**src/rtl/mem_access.sv**
```systemverilog
// mem_access -- data-memory access stage (MEM), directly downstream of EX.
//
// Runs one request/ready bus transaction per load/store held in the MEM
// stage. It stalls the pipeline while the transaction is outstanding, and
// formats the returned word into aligned, sign/zero-extended load data.
// A watchdog aborts a transaction that has not completed after TIMEOUT
// WAIT cycles.
//
// Optional feature: define MEM_MISALIGN_TRAP_EN to reject misaligned
// halfword/word accesses. A rejected access raises a one-cycle `misalign`
// pulse and issues no bus request. When the macro is undefined, `misalign`
// is tied low and the low address bits are ignored for H/W accesses.
//
// Parameters
//   TIMEOUT           WAIT cycles without bus_ready before abort (1..255)
// Ports
//   clk, rst_n        clock, asynchronous active-low reset
//   valid_mem         MEM stage holds a valid instruction
//   MemRead_mem       load
//   MemWrite_mem      store
//   funct3_mem        size/sign: 000 B, 001 H, 010 W, 100 BU, 101 HU
//   ALUResult_mem     byte address
//   MemWriteData_mem  right-aligned store data
//   bus_req/we/addr/wdata/wstrb  registered bus request outputs
//   bus_ready, bus_rdata         slave completion and read data
//   MemDout_mem       registered, formatted load data
//   stall_mem         combinational pipeline freeze
//   bus_err           one-cycle pulse on watchdog abort
//   misalign          one-cycle pulse on a misaligned access (macro only)
module mem_access #(
  parameter int unsigned TIMEOUT = 16
) (
  input  logic        clk,
  input  logic        rst_n,
  input  logic        valid_mem,
  input  logic        MemRead_mem,
  input  logic        MemWrite_mem,
  input  logic [2:0]  funct3_mem,
  input  logic [31:0] ALUResult_mem,
  input  logic [31:0] MemWriteData_mem,
  output logic        bus_req,
  output logic        bus_we,
  output logic [31:0] bus_addr,
  output logic [31:0] bus_wdata,
  output logic [3:0]  bus_wstrb,
  input  logic        bus_ready,
  input  logic [31:0] bus_rdata,
  output logic [31:0] MemDout_mem,
  output logic        stall_mem,
  output logic        bus_err,
  output logic        misalign
);

  localparam logic [1:0] S_IDLE = 2'd0;
  localparam logic [1:0] S_WAIT = 2'd1;
  localparam logic [1:0] S_DONE = 2'd2;

  localparam logic [7:0] TO_LAST = 8'(TIMEOUT - 1);

  logic [1:0]  state;
  logic [7:0]  wd_cnt;
  logic [1:0]  lane_q;   // address byte offset of the access in flight
  logic [2:0]  f3_q;     // funct3 of the access in flight
  logic        rd_q;     // access in flight is a load

  logic        access_req;
  logic        access_start;
  logic        misaligned;
  logic [31:0] st_wdata;
  logic [3:0]  st_wstrb;
  logic [7:0]  ld_byte;
  logic [15:0] ld_half;
  logic [31:0] ld_data;

`ifdef MEM_MISALIGN_TRAP_EN
  assign misaligned = ((funct3_mem == 3'b001 || funct3_mem == 3'b101) && ALUResult_mem[0])
                    || (funct3_mem == 3'b010 && ALUResult_mem[1:0] != 2'b00);
`else
  assign misaligned = 1'b0;
`endif

  assign access_req   = valid_mem & (MemRead_mem | MemWrite_mem) & (state == S_IDLE);
  assign access_start = access_req & ~misaligned;
  assign stall_mem    = access_start | (state == S_WAIT);

  // Store lane replication and byte enables.
  always_comb begin
    st_wdata = MemWriteData_mem;
    st_wstrb = 4'b1111;
    case (funct3_mem[1:0])
      2'b00: begin
        st_wdata = {4{MemWriteData_mem[7:0]}};
        st_wstrb = 4'b0001 << ALUResult_mem[1:0];
      end
      2'b01: begin
        st_wdata = {2{MemWriteData_mem[15:0]}};
        st_wstrb = 4'b0011 << {ALUResult_mem[1], 1'b0};
      end
      default: begin
        st_wdata = MemWriteData_mem;
        st_wstrb = 4'b1111;
      end
    endcase
  end

  // Load lane selection and extension from the latched offset/funct3.
  always_comb begin
    ld_byte = bus_rdata[7:0];
    case (lane_q)
      2'd0:    ld_byte = bus_rdata[7:0];
      2'd1:    ld_byte = bus_rdata[15:8];
      2'd2:    ld_byte = bus_rdata[23:16];
      default: ld_byte = bus_rdata[31:24];
    endcase
    ld_half = lane_q[1] ? bus_rdata[31:16] : bus_rdata[15:0];
    case (f3_q)
      3'b000:  ld_data = {{24{ld_byte[7]}}, ld_byte};
      3'b001:  ld_data = {{16{ld_half[15]}}, ld_half};
      3'b100:  ld_data = {24'd0, ld_byte};
      3'b101:  ld_data = {16'd0, ld_half};
      default: ld_data = bus_rdata;
    endcase
  end

  always_ff @(posedge clk or negedge rst_n) begin
    if (!rst_n) begin
      state       <= S_IDLE;
      wd_cnt      <= '0;
      lane_q      <= '0;
      f3_q        <= '0;
      rd_q        <= 1'b0;
      bus_req     <= 1'b0;
      bus_we      <= 1'b0;
      bus_addr    <= '0;
      bus_wdata   <= '0;
      bus_wstrb   <= '0;
      MemDout_mem <= '0;
      bus_err     <= 1'b0;
    end else begin
      bus_err <= 1'b0;
      case (state)
        S_IDLE: begin
          // Clearing here is equivalent to clearing on entry to WAIT.
          wd_cnt <= '0;
          if (access_start) begin
            bus_req   <= 1'b1;
            bus_we    <= MemWrite_mem;
            bus_addr  <= {ALUResult_mem[31:2], 2'b00};
            bus_wdata <= st_wdata;
            bus_wstrb <= MemWrite_mem ? st_wstrb : 4'b0000;
            lane_q    <= ALUResult_mem[1:0];
            f3_q      <= funct3_mem;
            rd_q      <= MemRead_mem;
            state     <= S_WAIT;
          end else if (access_req & misaligned) begin
            MemDout_mem <= '0;
          end
        end
        S_WAIT: begin
          wd_cnt <= wd_cnt + 8'd1;
          // Completion takes priority over the watchdog on the same edge.
          if (bus_ready) begin
            bus_req <= 1'b0;
            if (rd_q) MemDout_mem <= ld_data;
            state <= S_DONE;
          end else if (wd_cnt == TO_LAST) begin
            bus_req     <= 1'b0;
            MemDout_mem <= '0;
            bus_err     <= 1'b1;
            state       <= S_DONE;
          end
        end
        S_DONE:  state <= S_IDLE;
        default: state <= S_IDLE;
      endcase
    end
  end

`ifdef MEM_MISALIGN_TRAP_EN
  always_ff @(posedge clk or negedge rst_n) begin
    if (!rst_n) misalign <= 1'b0;
    else        misalign <= access_req & misaligned;
  end
`else
  assign misalign = 1'b0;
`endif

endmodule
```
**config.mk**
```make
export PLATFORM = sky130hd
export DESIGN_NAME = mem_access
export DESIGN_NICKNAME = d
export VERILOG_FILES = /design/src/rtl/mem_access.sv
export SDC_FILE = /design/constraint.sdc
export NUM_CORES = 1
export LEC_CHECK = 0
export CAP_MARGIN = 20
export CORE_ASPECT_RATIO = 1.5
export CORE_MARGIN = 5
export CORE_UTILIZATION = 40
export CTS_CLUSTER_DIAMETER = 100
export DETAILED_ROUTE_END_ITERATION = 16
export PLACE_DENSITY_LB_ADDON = 0.08
export SLEW_MARGIN = 0
export SYNTH_ARGS = -nofsm -noshare
export SYNTH_HDL_FRONTEND = slang
export SYNTH_SLANG_ARGS = --single-unit
export TNS_END_PERCENT = 30
```
**constraint.sdc**
```tcl
create_clock -name clk -period 3.55 [get_ports clk]
set_input_delay 0.5325 -clock clk [delete_from_list [all_inputs] [get_ports clk]]
set_output_delay 0.5325 -clock clk [all_outputs]
set_load 0.05 [all_outputs]
```
==> results.cfg <==
[outcome]
outcome = finished, final reports clean

[hold_path]
hold_path_class = in -> async

[finish]
drive_above_1_share_pct = 7.47
antenna_cells = 0
fillers = 1185
stdcell_area_um2 = 8210
fin_nets = 870
multi_input_area_um2 = 2300
area_growth_pct = 51.7
seq_area_um2 = 2930

[floorplan]
start_util_pct = 40.4
die-area_um2 = 16000
dieHeight_um = 153
ios = 210
die_x_um = 105
core_area_um2 = 13400
row_count = 52

[critical_path]
r2r_start = f3_q[1]$_DFFE_PN0P_
cp.required_ns = 3.02
critical_path_arrival_ns = 1.87
start_kind = primary input
ff2ff_setup_slack_ns = 1.43
r2r_cells = 5
crit_start = MemWrite_mem
endpoint_kind = output pin
path_class = in -> out
worst-path-max-fanout = 6

[power]
power_frac_clock_pct = 23.9
pwr-share-comb_pct = 47.4
internal-power_mw = 4.16
p_leak_nw = 3.65
peakVddDrop_v = 0.000461
seq_power_share_pct = 28.7
swShare_pct = 43.7
pwr_density_cell_nw_per_um2 = 900
switchingPower_mw = 3.23

[place]
postPlaceCellArea_um2 = 7600
place_ws_ns = 0.978
io_buffers = 206
place.gp.congestion = 0.797
hpwl_um = 11700

[sta]
worst_pin_slew_ns = 0.724
whs_ns = 0.172
setup_ws_ns = 1.15
slew_headroom_pct = 51.7
slew_viol_final = 0
final.min_clock_period_ns = 2.40
fin_skew_ns = 0.00926
finalSetupTns_ns = 0
setup_viol = 0
fmax_mhz = 416
fin_crit_sh_pct = 67.6
hold_viol = 0
rsz0062_at_grt = false

[routing]
routed.top_layer = met4
dr_wl_met3_um = 1470
first_pass_iters = 6
drt_iter0_drc = 174
drc = 0
via_per_inst = 5.13
route.met2.wl_um = 8070
wl_per_cell_um = 17.2
via_count = 4808
wl_met1_um = 6450
wirelength_um = 16100
ant_nets = 0

[clock_tree]
cts_resized = 0
path_clk_slew_ns = 0.05
cts_made_buffers = 17
cts_max_level = 4
root_buffer = clkbuf_16
cts_buffer_depth = 2
cts_setup_buffers = 0
clock-sinks = 117
hold_buffers = 0
clock_latency_ns = 0.40
cts_tree = yes

[global_routing]
grt_pass1_wl_um = 26600
gr-total-overflow = 0
antenna_found_initial = 0
grt_usage_pct = 20.4
first_global_vias = 5119
grt_max_degree = 54

[synth]
synthArstFlopShare_pct = 100
synth_warnings = 0
synth_edf_count = 0
synth-seq-cells = 117
ys.flop_type = dfrtp_1
syn_inst = 566
postSynthAreaPerCell_um2 = 9.57
synth_area_um2 = 5420
synth_cell_types = 43
ys_seq_area_share_pct = 54.1

[job]
cap_violations = 0
state kept, by name, indices dropped and copies added (netlist names):
signal,count
MemDout_mem,32
bus_addr,30
bus_err,1
bus_req,1
bus_wdata,32
bus_we,1
bus_wstrb,4
f3_q,3
lane_q,2
rd_q,1
state,2
wd_cnt,8
per-stage QoR:
step / power (mW) / std cells / util [%]
6_report: 7.40 / 938 / 61.3
5_1_grt: 7.75 / 938 / 61.3
4_1_cts: 7.47 / 938 / 61.3
3_5_place_dp: 5.67 / 907 / 56.7
3_3_place_gp: 5.63 / 907 / 56.7
2_1_floorplan: 4.38 / 568 / -
cell families after synthesis:
logic type	count (synthesis)	synth area share, %
other	1	0.0692
buffers and inverters	45	3.88
multiplexers	34	6.58
flip-flops	117	54.1
AO/OA/AOI/OAI	127	16.1
AND/OR/NAND/NOR	239	18.8
adder cells (fa/ha/maj)	1	0.231
XOR/XNOR	2	0.324
worst max-delay path: stages:
cell	delay (ns)
clkdlybuf4s50_1	0.60
o21ai_0	0.22
a21oi_1	0.27
buf_4	0.24
power by group through the flow:
| stage | Clock, mW | Sequential (mW) | Combinational (mW) |
|---|---|---|---|
| floorplan | 0 | 3.57 | 0.803 |
| global placement | 0 | 2.12 | 3.51 |
| detailed placement | 0 | 2.13 | 3.54 |
| CTS | 1.80 | 2.12 | 3.55 |
| global route | 1.87 | 2.19 | 3.70 |
| finish | 1.77 | 2.12 | 3.51 |
final timing paths:
kind                                               end
hold / removal             MemDout_mem[18]$_DFFE_PN0P_
setup reg to reg           MemDout_mem[26]$_DFFE_PN0P_
max in group asynchronous     bus_wdata[2]$_DFFE_PN0P_
hold reg to reg                bus_addr[5]$_DFFE_PN0P_
min in group clk               bus_addr[5]$_DFFE_PN0P_
setup / recovery                             stall_mem
area by class of cell:
type,instances,area share [%]
sequential,117,35.6
multi-input combinational,406,28.1
timing repair buffer,216,26.1
clock buffer,23,5.94
tap,162,2.47
clock inverter,8,1.49
inverter,6,0.274
per-layer routing:
metal,GRT usage [%],up-vias
li1,-,2324
met1,23.0,2292
met2,35.6,182
met3,8.65,10
met4,5.00,0
met5,0,-
synthesized netlist by cell type, types with 3 or more instances:
cell	instances	area, um2
inv_1	6	22.5
a32o_1	8	80.1
a22o_1	18	158
buf_4	4	30.0
mux2i_1	24	240
a21oi_1	20	100
nand2b_1	31	194
buf_2	15	75.1
mux2_2	9	101
clkbuf_1	17	63.8
dfrtp_1	117	2930
o221ai_1	7	61.3
nand2_1	171	642
o21ai_0	53	265
o41a_1	6	67.6
nor2_1	21	78.8
o31ai_1	3	22.5
cells in the final DEF (no fill, tap or decap), types with 6 or more instances in the layout:
master	count
clkdlybuf4s50_1	204
nand2_1	171
dfrtp_1	117
o21ai_0	53
nand2b_1	30
mux2i_1	24
nor2_1	21
a21oi_1	20
a22o_1	18
clkbuf_16	17
buf_4	11
mux2_2	9
a32o_1	8
o221ai_1	7
inv_1	6
o41a_1	6
Note: power is estimated with default switching activity, not from simulation.
